==> src/rtl/hazard_unit.sv <==
// hazard_unit: load-use stall and taken-branch flush steering for the
// five-stage MIPS pipeline, with saturating stall/flush event counters.
//
// state | meaning
// ------+-------------------------------------------------------------
// IDLE  | no pending operation; default steering, watch for lu/br_taken
// STALL | holding PC and IF/ID while a load's data becomes forwardable
// FLUSH | squashing wrong-path IF/ID slots after a taken branch/jump
module hazard_unit #(
  parameter int REG_AW   = 5,
  parameter int LOAD_LAT = 1,
  parameter int BR_FLUSH = 1,
  parameter int CNT_W    = 16
) (
  input  logic              clk,
  input  logic              rst,
  input  logic              id_valid,
  input  logic [REG_AW-1:0] id_rs,
  input  logic              id_rs_used,
  input  logic [REG_AW-1:0] id_rt,
  input  logic              id_rt_used,
  input  logic              ex_load,
  input  logic [REG_AW-1:0] ex_rd,
  input  logic              br_taken,
  output logic              hazard,
  output logic              pc_write,
  output logic              ifid_write,
  output logic              ifid_flush,
  output logic              busy,
  output logic [CNT_W-1:0]  stall_cnt,
  output logic [CNT_W-1:0]  flush_cnt
);

  localparam logic [1:0] S_IDLE  = 2'd0;
  localparam logic [1:0] S_STALL = 2'd1;
  localparam logic [1:0] S_FLUSH = 2'd2;

  // The first stall/flush cycle happens in IDLE, so the counter covers the rest.
  localparam logic [2:0] LD_RELOAD = 3'(LOAD_LAT - 1);
  localparam logic [2:0] BR_RELOAD = 3'(BR_FLUSH - 1);

  logic [1:0] state, state_nxt;
  logic [2:0] rem, rem_nxt;
  logic       lu;
  logic       do_stall, do_flush;

  assign lu = id_valid & ex_load & (ex_rd != '0) &
              ((id_rs_used & (id_rs == ex_rd)) | (id_rt_used & (id_rt == ex_rd)));

  // Select which steering pattern this cycle drives; br_taken always wins.
  always_comb begin
    do_stall = 1'b0;
    do_flush = 1'b0;
    case (state)
      S_IDLE: begin
        if (br_taken)  do_flush = 1'b1;
        else if (lu)   do_stall = 1'b1;
      end
      S_STALL: begin
        if (br_taken)  do_flush = 1'b1;
        else           do_stall = 1'b1;
      end
      S_FLUSH:         do_flush = 1'b1;
      default: ;
    endcase
  end

  // Pipeline steering outputs; reset forces a safe bubble/flush pattern.
  always_comb begin
    hazard     = 1'b0;
    pc_write   = 1'b1;
    ifid_write = 1'b1;
    ifid_flush = 1'b0;
    if (rst) begin
      hazard     = 1'b1;
      pc_write   = 1'b0;
      ifid_write = 1'b0;
      ifid_flush = 1'b1;
    end else if (do_flush) begin
      hazard     = 1'b1;
      ifid_flush = 1'b1;
    end else if (do_stall) begin
      hazard     = 1'b1;
      pc_write   = 1'b0;
      ifid_write = 1'b0;
    end
  end

  assign busy = ~rst & (state != S_IDLE);

  // Next-state and down-counter; terminal count at rem==1 returns to IDLE.
  always_comb begin
    state_nxt = state;
    rem_nxt   = rem;
    case (state)
      S_IDLE: begin
        if (br_taken) begin
          if (BR_FLUSH > 1) begin
            state_nxt = S_FLUSH;
            rem_nxt   = BR_RELOAD;
          end
        end else if (lu) begin
          if (LOAD_LAT > 1) begin
            state_nxt = S_STALL;
            rem_nxt   = LD_RELOAD;
          end
        end
      end
      S_STALL, S_FLUSH: begin
        if (br_taken) begin
          if (BR_FLUSH > 1) begin
            state_nxt = S_FLUSH;
            rem_nxt   = BR_RELOAD;
          end else begin
            state_nxt = S_IDLE;
            rem_nxt   = 3'd0;
          end
        end else if (rem <= 3'd1) begin
          state_nxt = S_IDLE;
          rem_nxt   = 3'd0;
        end else begin
          rem_nxt   = rem - 3'd1;
        end
      end
      default: begin
        state_nxt = S_IDLE;
        rem_nxt   = 3'd0;
      end
    endcase
  end

  // State and remaining-cycle register.
  always_ff @(posedge clk) begin
    if (rst) begin
      state <= S_IDLE;
      rem   <= 3'd0;
    end else begin
      state <= state_nxt;
      rem   <= rem_nxt;
    end
  end

  // Saturating performance counters; they hold at all-ones instead of wrapping.
  always_ff @(posedge clk) begin
    if (rst) begin
      stall_cnt <= '0;
      flush_cnt <= '0;
    end else begin
      if (do_stall && (stall_cnt != '1)) stall_cnt <= stall_cnt + CNT_W'(1);
      if (br_taken && (flush_cnt != '1)) flush_cnt <= flush_cnt + CNT_W'(1);
    end
  end

endmodule
==> config.mk <==
export PLATFORM = sky130hd
export DESIGN_NAME = hazard_unit
export DESIGN_NICKNAME = d
export VERILOG_FILES = /design/src/rtl/hazard_unit.sv
export SDC_FILE = /design/constraint.sdc
export NUM_CORES = 1
export LEC_CHECK = 0
export BUFFER_PORTS_ARGS = -buffer_cell sky130_fd_sc_hd__buf_2
export CAP_MARGIN = 20
export CORE_AREA = 2 2 68 70
export CTS_CLUSTER_SIZE = 24
export DETAILED_ROUTE_END_ITERATION = 10
export DIE_AREA = 0 0 70 72
export HOLD_SLACK_MARGIN = 0.03
export PLACE_DENSITY = 0.74
export SETUP_SLACK_MARGIN = 0.05
export SLEW_MARGIN = 25
export SYNTH_ARGS = -nofsm -noshare
export SYNTH_HDL_FRONTEND = slang
export SYNTH_SLANG_ARGS = --single-unit
==> constraint.sdc <==
create_clock -name clk -period 1.95 [get_ports clk]
set_clock_uncertainty 0.2 [all_clocks]
set_input_delay 0.195 -clock clk [delete_from_list [all_inputs] [get_ports clk]]
set_output_delay 0.195 -clock clk [all_outputs]
set_load 0.05 [all_outputs]
== Word level (Yosys, flattened, before mapping) ==
Cells that the tools add are included.
Operators by class
  add/subtract/negate cells: 3
  $lt $le $gt $ge: 1
  equal/unequal tests: 7
  mux-type cells: 20
  bitwise logic cells: 9
  reduce and logical (&&, ||, !) cells: 8
Operators with widths (number)
  16-bit by 1-bit adder with 16-bit output, second input constant: 2
  16-bit != test, second input constant: 2
  1-bit 2-to-1 mux: 12
  5-bit equality test: 2
  1-bit AND: 6
  3-bit 2-to-1 mux: 2
  3-bit case mux with 2 select lines: 1
  5-bit nonzero test: 1
  2-bit 2-to-1 mux: 2
  1-bit case mux with 2 select lines: 2
  2-bit case mux with 2 select lines: 1
  2-bit OR reduction: 2
  3-bit by 1-bit <= comparator with 1-bit output, second input constant: 1
  3-bit != test, second input constant: 1
  3-bit by 1-bit subtractor with 3-bit output, second input constant: 1
  2-bit by 1-bit equality test with 1-bit output, second input constant: 1
  2-bit equality test, second input constant: 1
  1-bit logical AND: 2
  2-bit logical NOT: 1
  1-bit NOT: 2
  2-bit AND reduction: 1
  2-bit nonzero test: 1
  1-bit bitwise OR: 1
Storage, ports and cells
  flip-flop bits (word level): 37
  input port bits: 22
  output and inout bits: 37

== Depth between registers and ports, before layout ==
Gate-level depths: netlist of the first run.
  depth in word-level cells: 10
  gate-level depth with buffers: 7
  mapped depth without buffers: 6

== Worst setup path after synthesis of the first run ==
No wires, ideal clock.
  kind: in2out
  start point: input ex_rd[2]
  end point: output pc_write
  arrival: 2.150 ns
  data required time: 1.555 ns
  path slack: -0.595 ns
  stages on the path: 7
  path buffers: 2
  cells stage by stage: xor2_1 -> nor4_2 -> a32oi_1 -> clkbuf_1 -> nor2_1 -> a21oi_1 -> buf_4
Between the ends
  cells in the longest elaborated chain, start to end: 10
  elaborated cells on any way between the ends: 14
  those cells by class: eq/ne: 2; mux: 6; bitwise: 5; reduce/logical: 1
Ends and longest elaborated chain
  start: declaration: line 23  | input logic [REG_AW-1:0] ex_rd,
  5-bit equality test: line 48  | ((id_rs_used & (id_rs == ex_rd)) | (id_rt_used & (id_rt == ex_rd)));
  1-bit AND: line 48
  1-bit bitwise OR: line 48
  1-bit AND *: line 47  | assign lu = id_valid & ex_load & (ex_rd != '0) &
  1-bit 2-to-1 mux *: line 57  | else if (lu) do_stall = 1'b1;
  1-bit 2-to-1 mux *: line 56  | if (br_taken) do_flush = 1'b1;
  1-bit case mux with 2 select lines *: line 54  | case (state)
  1-bit 2-to-1 mux * (3 in a row)
  end: declaration: line 26  | output logic pc_write,
Mark *: on every way between the ends. The rest lies on a longest branch, timed or not.

== Worst setup path in the final report of the first run ==
  start point: register stall_cnt[9]
  end point: register stall_cnt[5]
Between the ends
  cells in the longest elaborated chain, start to end: 2
Ends and longest elaborated chain
  start: declaration: line 30  | output logic [CNT_W-1:0] stall_cnt,
  start signal: assignment: line 149  | if (do_stall && (stall_cnt != '1)) stall_cnt <= stall_cnt + CNT_W'(1);
  16-bit != test: line 149
  1-bit logical AND: line 149
No other way between the ends.
A chain may end at the register's enable or synchronous reset.

==> results of run 1 <==
-- timing repair --
| action | CTS | global route |
|---|---|---|
| resized for setup | 8 | 19 |
| gates cloned | 0 | 0 |
| endpoints found under the setup margin | 7 | 10 |
| hold buffers | 1 | 0 |
| buffers inserted | 5 | 3 |
| pin swaps | 4 | 12 |
| endpoints found under the hold margin | 1 | 0 |
-- power groups by stage --
stage / clock (W) / sequential, W / combinational [W]
finish: 0.000537 / 0.000651 / 0.000180
global placement: 0 / 0.000666 / 0.000160
floorplan: 0 / 0.000682 / 0.0000895
global route: 0.000581 / 0.000651 / 0.000194
CTS: 0.000554 / 0.000651 / 0.000173
detailed placement: 0 / 0.000666 / 0.000164
-- worst max-delay path, delay by kind of cell (launching register included) --
| kind | cells | cell delay, ps |
|---|---|---|
| DFF | 1 | 350 |
| buffers and inverters | 1 | 140 |
| muxes | 1 | 380 |
| and+or+nand+nor | 3 | 630 |
| AOI/OAI and AO/OA | 1 | 100 |
-- Yosys cell counts, drive strengths merged (2+ instances only) --
cell type,instances
a211oi,4
a21oi,12
and2,4
and3,3
and4,5
buf,3
clkbuf,10
dfxtp,32
ha,2
inv,3
mux2,11
mux2i,2
nand2,12
nand2b,6
nand3,12
nand4,5
nand4b,2
nor2,29
nor2b,12
nor3,7
nor4,7
nor4b,2
o21ai,3
o31ai,3
or3,3
or4,2
xnor2,11
xor2,11
-- final cells by class --
cell class	count	area share, %
inverter	3	0.420
sequential	32	26.1
clock inverter	1	0.280
clock buffer	7	3.22
multi-input combinational	178	48.6
timing repair buffer	83	19.0
tap	52	2.43
-- stage by stage --
stage               std cells  power [W]  hold WS (ps)  cell area [um^2]
floorplan                 226   0.000771           332              1990
global route              356    0.00143          54.4              2680
CTS                       353    0.00138          32.6              2570
global placement          339   0.000826           276              2410
finish                    356    0.00137          28.3              2680
detailed placement        339   0.000830           282              2410
-- layer usage --
layer / vias up / wire, um / GRT usage (%)
li1: 956 / - / -
met1: 895 / 2110 / 23.1
met2: 54 / 2400 / 30.4
met3: 5 / 252 / 5.14
met4: 0 / 40 / 5.77
met5: - / 0 / 0
-- state kept, by name, indices dropped and copies added (netlist names) --
name       count
flush_cnt     16
stall_cnt     16
-- logic make-up after synthesis --
kind of cell	count (synthesis)	synth area share [%]
XOR/XNOR	22	10.3
flip-flops	32	34.4
buffers and inverters	16	3.70
other	1	0.201
AND/OR/NAND/NOR	114	33.5
adder cells (fa/ha/maj)	2	1.34
AO/OA/AOI/OAI	26	8.74
multiplexers	13	7.73
-- how the worst min path moves through the flow --
stage	from	slack (ps)	end
4_1_cts	rst	30	stall_cnt[11]
3_3_place_gp	stall_cnt[10]	280	stall_cnt[10]
2_1_floorplan	br_taken	330	stall_cnt[6]
6_report	rst	30	stall_cnt[15]
5_1_grt	rst	50	stall_cnt[15]
3_5_place_dp	stall_cnt[15]	280	stall_cnt[15]
-- placed cells by master, fill, tap and decap left out, types with 9 or more instances in the layout --
| master | synthesis | routed |
|---|---|---|
| nor2_1 | 29 | 26 |
| nand3_1 | 12 | 11 |
| dfxtp_4 | 0 | 9 |
| buf_2 | 1 | 53 |
| mux2_2 | 11 | 9 |
| nor2b_1 | 12 | 12 |
| dfxtp_2 | 0 | 20 |
| xor2_1 | 11 | 11 |
| xnor2_1 | 11 | 11 |
| buf_4 | 2 | 25 |
| a21oi_1 | 12 | 10 |
| nand2_1 | 12 | 10 |
==> impl_metrics.py, run 1 <==
metrics = {
    "sta": {
        "worst_slack_ps": 29.3,
        "rsz0062_at_grt": "yes",
        "hold_viol": 0,
        "tightest_slew_ps": 498,
        "finalMaxSlewViolations": 0,
        "fmax_mhz": 521,
        "fin_setup_tns_ps": 0,
        "period_share_pct": 98.5,
        "fin_crit_ps": 1920,
        "slew_headroom_pct": 66.6,
        "finalSetupViolations": 0,
    },
    "floorplanning": {
        "die_w_um": 70,
        "io_pins": 59,
        "core-area_um2": 4260,
        "dieArea_um2": 5040,
        "fp.dieH_um": 72,
        "start_util_pct": 43.7,
        "rows": 24,
    },
    "synthesis": {
        "synth_top_area_share_pct": 34.4,
        "avgSynthCellArea_um2": 8.24,
        "ys.flop_type": "dfxtp_1",
        "syn_inst": 226,
        "syn_nets": 250,
        "yosysUniqueCellTypes": 40,
        "async_flop_share_pct": 0,
        "seq_area_frac_synth_pct": 34.4,
        "synthTopCellsByArea": "dfxtp_1 34%, mux2_2 6.7%, nor2_1 5.8%, xnor2_1 5.2%, xor2_1 5.2%",
        "ys_seq_elements": 32,
        "synth_edf_count": 0,
        "yosys.area.top_type": "dfxtp_1",
        "synth_area_um2": 1860,
        "yosys_warnings": 0,
    },
    "placed_design": {
        "io_buffers": 57,
        "dp_hpwl_um": 3330,
        "post-place-ws_ps": -203,
        "gp_congestion": 0.767,
    },
    "route": {
        "drt_iter0_drc": 54,
        "wl_per_cell_um": 13.5,
        "drc_errors": 0,
        "drt-vias-per-instance": 5.37,
        "ant_nets": 0,
        "wirelength_um": 4810,
        "vias": 1910,
        "dr.pass1.iters": 4,
    },
    "global_route": {
        "grt_pass1_vias": 1638,
        "antenna_found_initial": 0,
        "grt_use_total_pct": 18.3,
        "grt_first_pass_wirelength_um": 7550,
        "grt_remaining_overflow": 0,
        "grt_max_degree": 24,
    },
    "power": {
        "switching_share_pct": 26.6,
        "p_per_area_nw_per_um2": 511,
        "seqPwrFrac_pct": 47.6,
        "irDropWorstVdd_mv": 0.263,
        "power.net_switching_w": 0.000364,
        "power.clock.fraction_pct": 39.3,
        "combPwrFrac_pct": 13.2,
        "p_leak_nw": 1.16,
        "cellInternalPower_w": 0.00100,
    },
    "final_layout": {
        "drive_above_1_share_pct": 49.3,
        "register_area_um2": 699,
        "n_antenna_cell": 0,
        "syn2layout_area_growth_pct": 43.9,
        "utilization_pct": 62.8,
        "multi_input_area_um2": 1300,
        "fill_cells": 373,
        "final_nets": 327,
    },
    "setup_path": {
        "crit_start": "stall_cnt[9]",
        "crit_required_ps": 1920,
        "cp-endpoint": "stall_cnt[5]",
        "crit_type": "flip-flop to flip-flop",
        "rr_startpoint": "stall_cnt[9]",
        "cp_max_fo": 7,
        "cp-end-kind": "flip-flop",
        "cp_slowest_cell": "mux2_2",
        "cp_cell_sequence": "and4_4, nand2_2, buf_4, o21ai_4, nor4_1, mux2_2",
        "cpPeakStageDelay_ps": 380,
        "rrSetupSlack_ps": 30,
        "r2r_end": "stall_cnt[5]",
        "reg2regPathDepth": 6,
        "worst_setup_path_start_kind": "flip-flop",
        "cp.arrival_ps": 1890,
    },
    "cts": {
        "cts_max_level": 2,
        "clkSinkCount": 32,
        "cts.reportedPaths.clkPinSlew_ps": 70,
        "cts_max_path_buffers": 2,
        "clock-root-buffer": "clkbuf_8",
        "cts_buffers": 5,
        "cts_tree": "yes",
        "clock_latency_ps": 280,
    },
    "min_path": {
        "whs_path_depth": 2,
        "hold_path_class": "input pin to flip-flop",
    },
    "job": {
        "maxCapViolCount": 0,
    },
    "run_status": {
        "status": "finished clean",
    },
}
Power figures use the tool's default switching activity.
==> run 2, diff against run 1 <==
- GPL_TIMING_DRIVEN: unset -> 0
==> run 2 against run 1 <==
The flow now finishes with violations (setup timing). Setup slack got worse by 51 ps. Final cell count decreased by 0.56%. Sequential share of layout area decreased by 0.15 points. Clock-buffer cell count unchanged. Clock power increased by 2%. Design area increased by 0.56%. Wire length increased by 4.7%. Critical path depth increased by 3. Register-to-register slack improved by 50 ps. Via count decreased by 0.89%. Total power increased by 0.77%. Sequential cell count unchanged.
==> impl_metrics.py, run 2 (synthesis gave the netlist of run 1 again) <==
metrics = {
    "cts": {
        "clkSinkCount": 32,
        "cts_max_level": 2,
        "cts_max_path_buffers": 2,
        "cts_buffers": 5,
        "clock_latency_ps": 290,
        "clock-root-buffer": "clkbuf_8",
        "cts.reportedPaths.clkPinSlew_ps": 70,
        "cts_tree": "yes",
        "cts_hold_buf": 0,
    },
    "setup_path": {
        "cp.arrival_ps": 1580,
        "cp_max_fo": 3,
        "crit_type": "input pin to output pin",
        "crit_start": "ex_rd[4]",
        "cp-end-kind": "output pin",
        "crit_required_ps": 1550,
        "rr_startpoint": "stall_cnt[0]",
        "worst_setup_path_start_kind": "input pin",
    },
    "sta": {
        "period_share_pct": 101,
        "finalSetupViolations": 1,
        "worst_slack_ps": -21.9,
        "tightest_slew_ps": 534,
        "hold_viol": 0,
        "rsz0062_at_grt": "yes",
        "fmax_mhz": 507,
        "slew_headroom_pct": 64.2,
        "fin_crit_ps": 1970,
        "finalMaxSlewViolations": 0,
        "fin_setup_tns_ps": -21.9,
    },
    "placed_design": {
        "io_buffers": 56,
        "gp_congestion": 0.799,
        "post-place-ws_ps": -270,
        "dp_hpwl_um": 3310,
    },
    "route": {
        "dr.max_layer_used": "met4",
        "drc_errors": 0,
        "wl_per_cell_um": 14.2,
        "wl_met2_um": 2430,
        "ant_nets": 0,
        "wirelength_met1_um": 2240,
        "wirelength_um": 5030,
        "drt_iter0_drc": 77,
        "vias": 1893,
        "drt-vias-per-instance": 5.35,
        "dr.pass1.iters": 4,
        "wl_met3_um": 265,
    },
    "power": {
        "irDropWorstVdd_mv": 0.514,
        "seqPwrFrac_pct": 47.2,
        "power.clock.fraction_pct": 39.6,
        "cellInternalPower_w": 0.00100,
        "p_leak_nw": 1.15,
        "combPwrFrac_pct": 13.2,
        "switching_share_pct": 27.3,
        "p_per_area_nw_per_um2": 512,
        "power.net_switching_w": 0.000377,
    },
    "floorplanning": {
        "core-area_um2": 4260,
        "rows": 24,
        "dieArea_um2": 5040,
        "die_w_um": 70,
        "fp.dieH_um": 72,
        "start_util_pct": 43.7,
        "io_pins": 59,
    },
    "final_layout": {
        "fill_cells": 366,
        "final_cell_mix": "51 x buf_2, 25 x nor2_1, 20 x dfxtp_2",
        "drive_above_1_share_pct": 50.3,
        "syn2layout_area_growth_pct": 44.7,
        "layout_commonest_cell": "buf_2",
        "n_antenna_cell": 0,
        "final_nets": 325,
        "reg.largest.list": "flush_cnt x16, stall_cnt x16",
    },
    "run_status": {
        "violations": "setup timing",
        "status": "finished, violations left",
    },
    "global_route": {
        "grt_pass1_vias": 1837,
        "grt_max_degree": 11,
        "grt_use_total_pct": 20.1,
        "grt_first_pass_wirelength_um": 8170,
        "grt_remaining_overflow": 0,
        "antenna_found_initial": 0,
    },
    "min_path": {
        "worstHoldStart": "rst",
        "hold_path_class": "input pin to flip-flop",
    },
    "job": {
        "maxCapViolCount": 0,
    },
}
-- run 2: critical path: stages --
cell,delay (ps)
buf_4,130
xor2_1,190
nor4_2,70
a32oi_1,290
clkbuf_4,240
nor2_4,40
a21oi_4,160
buf_6,110
buf_6,140
-- run 2: final cells by class --
cell class | count | area, um^2 | area share [%]
Timing Repair Buffer | 68 | 409 | 15.2
Clock inverter | 1 | 6.26 | 0.232
Sequential cell | 32 | 699 | 26.0
Inverter | 3 | 11.3 | 0.418
Clock buffer | 7 | 86.3 | 3.20
Tap cell | 52 | 65.1 | 2.42
Multi-Input combinational cell | 178 | 1340 | 49.8
Buffer | 13 | 75.1 | 2.79
-- run 2: repair_timing --
item                       CTS  global route
pin swaps                    7             2
setup buffers               10             2
setup endpoints to repair    7            20
resized for setup           26            15
-- run 2: worst paths after layout --
| check | end | slack, ps | cells after the start |
|---|---|---|---|
| min reg2reg | stall_cnt[15] | 290 | 2 |
| max reg2reg | stall_cnt[15] | 80 | 6 |
| min | stall_cnt[4] | 230 | 3 |
| max | pc_write | -20 | 9 |
-- run 2: routing by layer --
layer	vias up	GRT usage [%]
li1	949	-
met1	880	24.8
met5	-	0
met2	55	34.1
met4	0	7.91
met3	9	5.00
-- run 2: stage by stage --
step	hold slack [ps]	util, %	power, W	cell area, um^2	instances
3_3_place_gp	269	54.9	0.000820	2340	334
4_1_cts	233	61.3	0.00138	2620	352
2_1_floorplan	332	-	0.000771	1990	226
6_report	232	63.2	0.00138	2690	354
5_1_grt	266	63.2	0.00144	2690	354
3_5_place_dp	280	54.9	0.000824	2340	334
-- run 2: power groups by stage --
stage / Combinational, W / Clock (W) / Sequential [W]
floorplan: 0.0000895 / 0 / 0.000682
global placement: 0.000154 / 0 / 0.000666
detailed placement: 0.000157 / 0 / 0.000666
CTS: 0.000177 / 0.000556 / 0.000651
global route: 0.000197 / 0.000596 / 0.000651
finish: 0.000183 / 0.000546 / 0.000651
